### src/rtl/multi_timer_pkg.sv
// Shared types for the multi-channel timer: command opcodes and channel states.
package multi_timer_pkg;

  typedef enum logic [1:0] {
    CMD_START     = 2'd0,
    CMD_PAUSE     = 2'd1,
    CMD_CLEAR     = 2'd2,
    CMD_SET_LIMIT = 2'd3
  } cmd_op_t;

  typedef enum logic [1:0] {
    ST_IDLE   = 2'd0,
    ST_RUN    = 2'd1,
    ST_PAUSED = 2'd2,
    ST_DONE   = 2'd3
  } ch_state_t;

endpackage

### src/rtl/timer_channel.sv
// One timer channel: run/pause/clear FSM, tick counter, programmable limit and a
// sticky expired flag. Optional macro MULTI_TIMER_AUTORELOAD_EN turns the
// stop-at-limit behaviour into reload-to-zero while staying in RUN.
module timer_channel
  import multi_timer_pkg::*;
#(
  parameter int unsigned TIMER_WIDTH = 16
) (
  input  logic                   clk,
  input  logic                   rst_n,
  input  logic                   i_tick,
  input  logic                   i_cmd_valid,
  input  cmd_op_t                i_cmd_op,
  input  logic [TIMER_WIDTH-1:0] i_cmd_data,
  output logic [TIMER_WIDTH-1:0] o_time,
  output logic                   o_running,
  output logic                   o_expired
);

  ch_state_t              r_state, w_state_next;
  logic [TIMER_WIDTH-1:0] r_count, w_count_next;
  logic [TIMER_WIDTH-1:0] r_limit, w_limit_next;
  logic                   r_expired, w_expired_next;

  logic                   w_cmd_blocks_inc;
  logic                   w_inc;
  logic [TIMER_WIDTH-1:0] w_count_inc;
  logic                   w_hit;

  // A PAUSE or CLEAR on this edge wins over a tick; START in RUN does not.
  assign w_cmd_blocks_inc = i_cmd_valid && ((i_cmd_op == CMD_PAUSE) || (i_cmd_op == CMD_CLEAR));
  assign w_inc            = i_tick && (r_state == ST_RUN) && !w_cmd_blocks_inc;
  assign w_count_inc      = r_count + TIMER_WIDTH'(1);
  // Limit 0 means unlimited; compare uses the limit held before this edge.
  assign w_hit            = (r_limit != '0) && (w_count_inc == r_limit);

  // State register
  always_ff @(posedge clk or negedge rst_n) begin
    if (!rst_n) begin
      r_state <= ST_IDLE;
    end else begin
      r_state <= w_state_next;
    end
  end

  // Count, limit and expired registers
  always_ff @(posedge clk or negedge rst_n) begin
    if (!rst_n) begin
      r_count   <= '0;
      r_limit   <= '0;
      r_expired <= 1'b0;
    end else begin
      r_count   <= w_count_next;
      r_limit   <= w_limit_next;
      r_expired <= w_expired_next;
    end
  end

  // Next state: tick increment first, then the command overrides it
  always_comb begin
    w_state_next   = r_state;
    w_count_next   = r_count;
    w_limit_next   = r_limit;
    w_expired_next = r_expired;

    if (w_inc) begin
      if (w_hit) begin
        w_expired_next = 1'b1;
`ifdef MULTI_TIMER_AUTORELOAD_EN
        w_count_next   = '0;
`else
        w_count_next   = r_limit;
        w_state_next   = ST_DONE;
`endif
      end else begin
        w_count_next = w_count_inc;
      end
    end

    if (i_cmd_valid) begin
      unique case (i_cmd_op)
        CMD_START: begin
          if ((r_state == ST_IDLE) || (r_state == ST_PAUSED)) begin
            w_state_next = ST_RUN;
          end
        end
        CMD_PAUSE: begin
          if (r_state == ST_RUN) begin
            w_state_next = ST_PAUSED;
          end
        end
        CMD_CLEAR: begin
          w_state_next   = ST_IDLE;
          w_count_next   = '0;
          w_expired_next = 1'b0;
        end
        CMD_SET_LIMIT: begin
          w_limit_next = i_cmd_data;
        end
      endcase
    end
  end

  // Outputs derive from registers only
  always_comb begin
    o_time    = r_count;
    o_running = (r_state == ST_RUN);
    o_expired = r_expired;
  end

endmodule

### src/rtl/multi_timer.sv
// Multi-channel timer: shared prescaler producing a tick every TICK_DIV cycles,
// command decode and N_CH timer_channel instances. Build option
// MULTI_TIMER_AUTORELOAD_EN selects auto-reload at the limit.
module multi_timer
  import multi_timer_pkg::*;
#(
  parameter int unsigned N_CH        = 4,
  parameter int unsigned TIMER_WIDTH = 16,
  parameter int unsigned TICK_DIV    = 100_000_000,
  localparam int unsigned CH_W       = (N_CH > 1) ? $clog2(N_CH) : 1
) (
  input  logic                        clk,
  input  logic                        rst_n,
  input  logic                        i_cmd_valid,
  input  logic [CH_W-1:0]             i_cmd_ch,
  input  logic [1:0]                  i_cmd_op,
  input  logic [TIMER_WIDTH-1:0]      i_cmd_data,
  output logic                        o_tick,
  output logic [N_CH*TIMER_WIDTH-1:0] o_time,
  output logic [N_CH-1:0]             o_running,
  output logic [N_CH-1:0]             o_expired
);

  localparam int unsigned PW = $clog2(TICK_DIV);
  localparam logic [PW-1:0] PRESC_LAST = PW'(TICK_DIV - 1);

  logic [PW-1:0] r_presc;
  logic          r_tick;
  logic          w_tick_edge;
  cmd_op_t       w_cmd_op;

  assign w_tick_edge = (r_presc == PRESC_LAST);
  assign w_cmd_op    = cmd_op_t'(i_cmd_op);
  assign o_tick      = r_tick;

  // Prescaler and tick pulse; commands never touch the phase
  always_ff @(posedge clk or negedge rst_n) begin
    if (!rst_n) begin
      r_presc <= '0;
      r_tick  <= 1'b0;
    end else begin
      r_presc <= w_tick_edge ? '0 : r_presc + PW'(1);
      r_tick  <= w_tick_edge;
    end
  end

  for (genvar k = 0; k < N_CH; k++) begin : g_ch
    logic w_sel;

    // Out-of-range channel indices never match any k
    assign w_sel = i_cmd_valid && (i_cmd_ch == CH_W'(k));

    timer_channel #(
      .TIMER_WIDTH(TIMER_WIDTH)
    ) u_ch (
      .clk        (clk),
      .rst_n      (rst_n),
      .i_tick     (w_tick_edge),
      .i_cmd_valid(w_sel),
      .i_cmd_op   (w_cmd_op),
      .i_cmd_data (i_cmd_data),
      .o_time     (o_time[k*TIMER_WIDTH +: TIMER_WIDTH]),
      .o_running  (o_running[k]),
      .o_expired  (o_expired[k])
    );
  end

endmodule
### config.mk
export PLATFORM = sky130hd
export DESIGN_NAME = multi_timer
export DESIGN_NICKNAME = d
export VERILOG_FILES = /design/src/rtl/multi_timer_pkg.sv /design/src/rtl/timer_channel.sv /design/src/rtl/multi_timer.sv
export SDC_FILE = /design/constraint.sdc
export NUM_CORES = 1
export LEC_CHECK = 0
export ABC_AREA = 0
export CORE_MARGIN = 2
export CORE_UTILIZATION = 37
export DETAILED_ROUTE_END_ITERATION = 16
export PLACE_DENSITY_LB_ADDON = 0.3
export SYNTH_ARGS = -nofsm -noshare
export SYNTH_HDL_FRONTEND = slang
export SYNTH_SLANG_ARGS = --single-unit
### constraint.sdc
create_clock -name clk -period 3.9 [get_ports clk]
set_clock_uncertainty 0.2 [all_clocks]
set_input_delay 0.78 -clock clk [delete_from_list [all_inputs] [get_ports clk]]
set_output_delay 0.78 -clock clk [all_outputs]
set_load 0.01 [all_outputs]
==> results by group <==
Run status
  – Status: finished, final reports clean

Synthesis
  – Post-synthesis cell count: roughly 1100
  – Unique masters post-synth: 63
  – Synth Area per Inst: 9.34 µm²
  – Number of synthesized flops with an enable pin: 0
  – Seq/Total Area, Yosys: 41.8%
  – Post-Syn Area: 10100 µm²
  – Synth warnings: 0
  – Ys async rst share: between 90% and 100%
  – Syn nets: 1110
  – Primary FF master, synth: dfrtp_1
  – FF+latch count, synth: around 170

GRT
  – Total GRT Usage: 19.2%
  – Initial antenna violation count: 1
  – Largest net degree at the start of global routing: 72
  – Vias in the first global route: 7772
  – First-pass GRT wire length: 43400 µm
  – Total grt overflow: 0

Setup path
  – Reg-to-Reg End: g_ch[0].u_ch.o_time[15]
  – CP Depth: 9
  – Worst path cell trace: ha_1, nand3_1, or4_1, nor4_1, a211oi_1, a21oi_1, nand2_1, a2bb2oi_1, a31oi_1
  – Crit path from: g_ch[0].u_ch.o_time[0]
  – CP arrival: 3610 ps
  – CP peak stage delay: 710 ps
  – Critical-path top delay cell: or4_1
  – Cell family with most CP delay: simple AND/OR/NAND/NOR gates
  – FF-to-FF Start: g_ch[0].u_ch.o_time[0]
  – Buf/Inv on CP: 0
  – Setup crit end kind: flop
  – FF-to-FF path depth: 9
  – Crit path kind: flop to flop
  – Worst Path Max Fanout: 17
  – Critical Path Start Type: flop
  – Required time worst endpoint: 4040 ps
  – R2R setup slack: approximately 430 ps
  – CP Capture Point: g_ch[0].u_ch.o_time[15]

Power and ir drop
  – Worst VDD drop: about 0.00022 V
  – Total Power: 4610 µW
  – LEAKAGE: 0.00512 µW
  – Pwr/cell area: about 390 nW/µm²

CTS
  – Clk buf depth: 2
  – Total setup buffers inserted after CTS: 0
  – Clock Latency Late Sink: approximately 430 ps
  – Resized cells post-CTS: 0
  – Cts hold-fix bufs: 0
  – H-tree depth: 4
  – CTS Buf Count: 17
  – Clk sinks: between 150 and 200
  – CTS tree: built
  – Clock slew at reported path FFs: 70 ps
  – CTS Root Cell: clkbuf_16

Placement
  – Final Wtd Congestion: roughly 0.87
  – Post-DP HPWL: 19300 µm
  – Buffers on Ports: 95
  – DP Cell Count: 1458
  – Placed Area: 11200 µm²

Flow run
  – Max-Cap Viols: 0

Floorplanning
  – Core area: 26800 µm²
  – Starting Density: 37.5%
  – Die width: 169 µm
  – Die Height: 169 µm
  – # IOs: 96
  – Row count: 60
  – Die area: 28500 µm²

Hold path
  – Worst min-delay path class: primary input to asynchronous set/reset pin

Detailed routing
  – Initial DRC count: 571
  – DR pass1 iterations: 5
  – Drt total wl: 27100 µm
  – Wire per inst: between 15 and 20 µm
  – Vias: 8327
  – Via density: around 5.6
  – Final ANT Viol Nets: 0
  – Drc violations: 0

STA
  – Actual slew at the worst max-slew pin: ~760 ps
  – Final Max Tran Viols: 0
  – Fmax: 288 MHz
  – Post-layout minimum cycle time: between 3000 and 4000 ps
  – Setup tns final: 0 ps
  – Crit share post-route: 89.0%
  – Final setup viols: 0
  – Final hold vios: 0
  – RSZ-0062 raised after global routing: no
  – Max-Slew Margin vs Limit: a little under 50%

Layout
  – Nets: 1169
  – Antenna Cells: 0
  – Area Overhead vs Synth: 17.6%
  – Non-filler instance count after layout: 1490
  – Ratio of cells with drive above 1 in the final layout: a little over a tenth
  – Post-route cell area: 11800 µm²
==> final cells by class <==
type	instances	area (µm²)
multi-input combinational	824	5470
clock inverter	14	163
timing repair buffer	110	1080
clock buffer	18	439
sequential	168	4200
tap	341	427
inverter	15	56.3
fill	2561	15000
==> logic make-up (layout without fill, tap and decap cells) <==
group	count (synthesis)	after routing	share of synthesized area, %
buffers and inverters	85	157	3.84
adder cells (fa/ha/maj)	10	10	1.24
AO/OA/AOI/OAI	174	174	11.4
flip-flops	168	168	41.8
multiplexers	67	67	7.46
XOR/XNOR	127	127	11.1
AND/OR/NAND/NOR	446	446	23.3
==> metrics by stage <==
step | util (%) | setup WS [ps] | hold slack (ps)
global placement | 41.9 | 379 | 253
floorplan | - | 863 | 237
CTS | 44.2 | 495 | 188
finish | 44.2 | 430 | 166
detailed placement | 41.9 | 322 | 257
global route | 44.2 | 123 | 213
==> metal layers <==
| layer | vias up | global-route usage [%] | wire length (µm) |
|---|---|---|---|
| li1 | 3972 | - | - |
| met1 | 4104 | 27.8 | 13100 |
| met2 | 228 | 29.7 | 12200 |
| met3 | 23 | 3.09 | 1470 |
| met4 | 0 | 4.95 | 336 |
| met5 | - | 0 | 0 |
==> cell usage in the layout (no fill, tap or decap), types with 3 or more instances in the layout <==
cell             synthesis  routed
nor3_1                  28      28
buf_4                    9      14
clkinvlp_4               0       3
and2_1                  15      15
clkbuf_16                0      17
nand2_1                109     109
and4_1                  11      11
mux2i_1                  3       3
or3_1                   22      22
ha_1                    10      10
nand2b_1                 8       8
nand3_1                 57      57
nor4_1                  29      29
a211oi_1                 3       3
o21ai_0                 36      36
nor2b_1                 15      15
nand4_1                 26      26
mux2_2                  64      64
a2bb2oi_1                6       6
and3_1                  23      23
nor3b_1                  7       7
a32oi_1                  8       8
clkdlybuf4s50_1          0      94
xnor2_1                 70      70
xor2_1                  57      57
or4_1                   10      10
a22o_1                   4       4
inv_6                    0       5
a21boi_0                 5       5
o2111ai_1                3       3
inv_1                   15      15
a21oi_1                 41      41
dfrtp_1                168     168
a21o_1                  23      23
o31ai_1                  3       3
nand3b_1                 3       3
nor2_1                  70      70
a31oi_1                 22      22
==> cells in the mapped netlist, types with 11 or more instances <==
cell type  instances  area share (%)
nand4_1           26             1.6
inv_1             15            0.56
nand2_1          109             4.1
xnor2_1           70             6.1
or3_1             22             1.4
nor4_1            29             1.8
nor2b_1           15            0.93
xor2_1            57             5.0
and2_1            15            0.93
nand3_1           57             2.8
clkbuf_1          38             1.4
a21o_1            23             1.7
a31oi_1           22             1.4
and3_1            23             1.4
o21ai_0           36             1.8
mux2_2            64             7.2
nor2_1            70             2.6
dfrtp_1          168              42
buf_2             15            0.75
nor3_1            28             1.4
a21oi_1           41             2.0
and4_1            11            0.96
==> flip-flops by register name (all words and copies together), names as in the netlist <==
name,cells
g_ch.u_ch.o_expired,4
g_ch.u_ch.o_time,64
g_ch.u_ch.r_limit,64
o_tick,1
r_presc,27
g_ch.u_ch.r_state,8
==> worst min path at each step <==
stage / start / endpoint / slack (ps) / depth (start not counted)
after floorplan: r_presc[6] / r_presc[6] / 240 / 1
final: rst_n / g_ch[0].u_ch.o_expired / 170 / 1
after detailed placement: r_presc[6] / r_presc[6] / 260 / 1
after global routing: rst_n / g_ch[0].u_ch.o_time[2] / 210 / 1
after CTS: rst_n / g_ch[0].u_ch.o_expired / 190 / 1
after global placement: r_presc[6] / r_presc[6] / 250 / 1
==> where the power goes <==
group / total, µW / internal, µW / switching [µW]
combinational: 693 / 380 / 313
sequential: 2160 / 1920 / 245
clock: 1760 / 980 / 776
No activity file was read; power rests on OpenSTA's default activity.
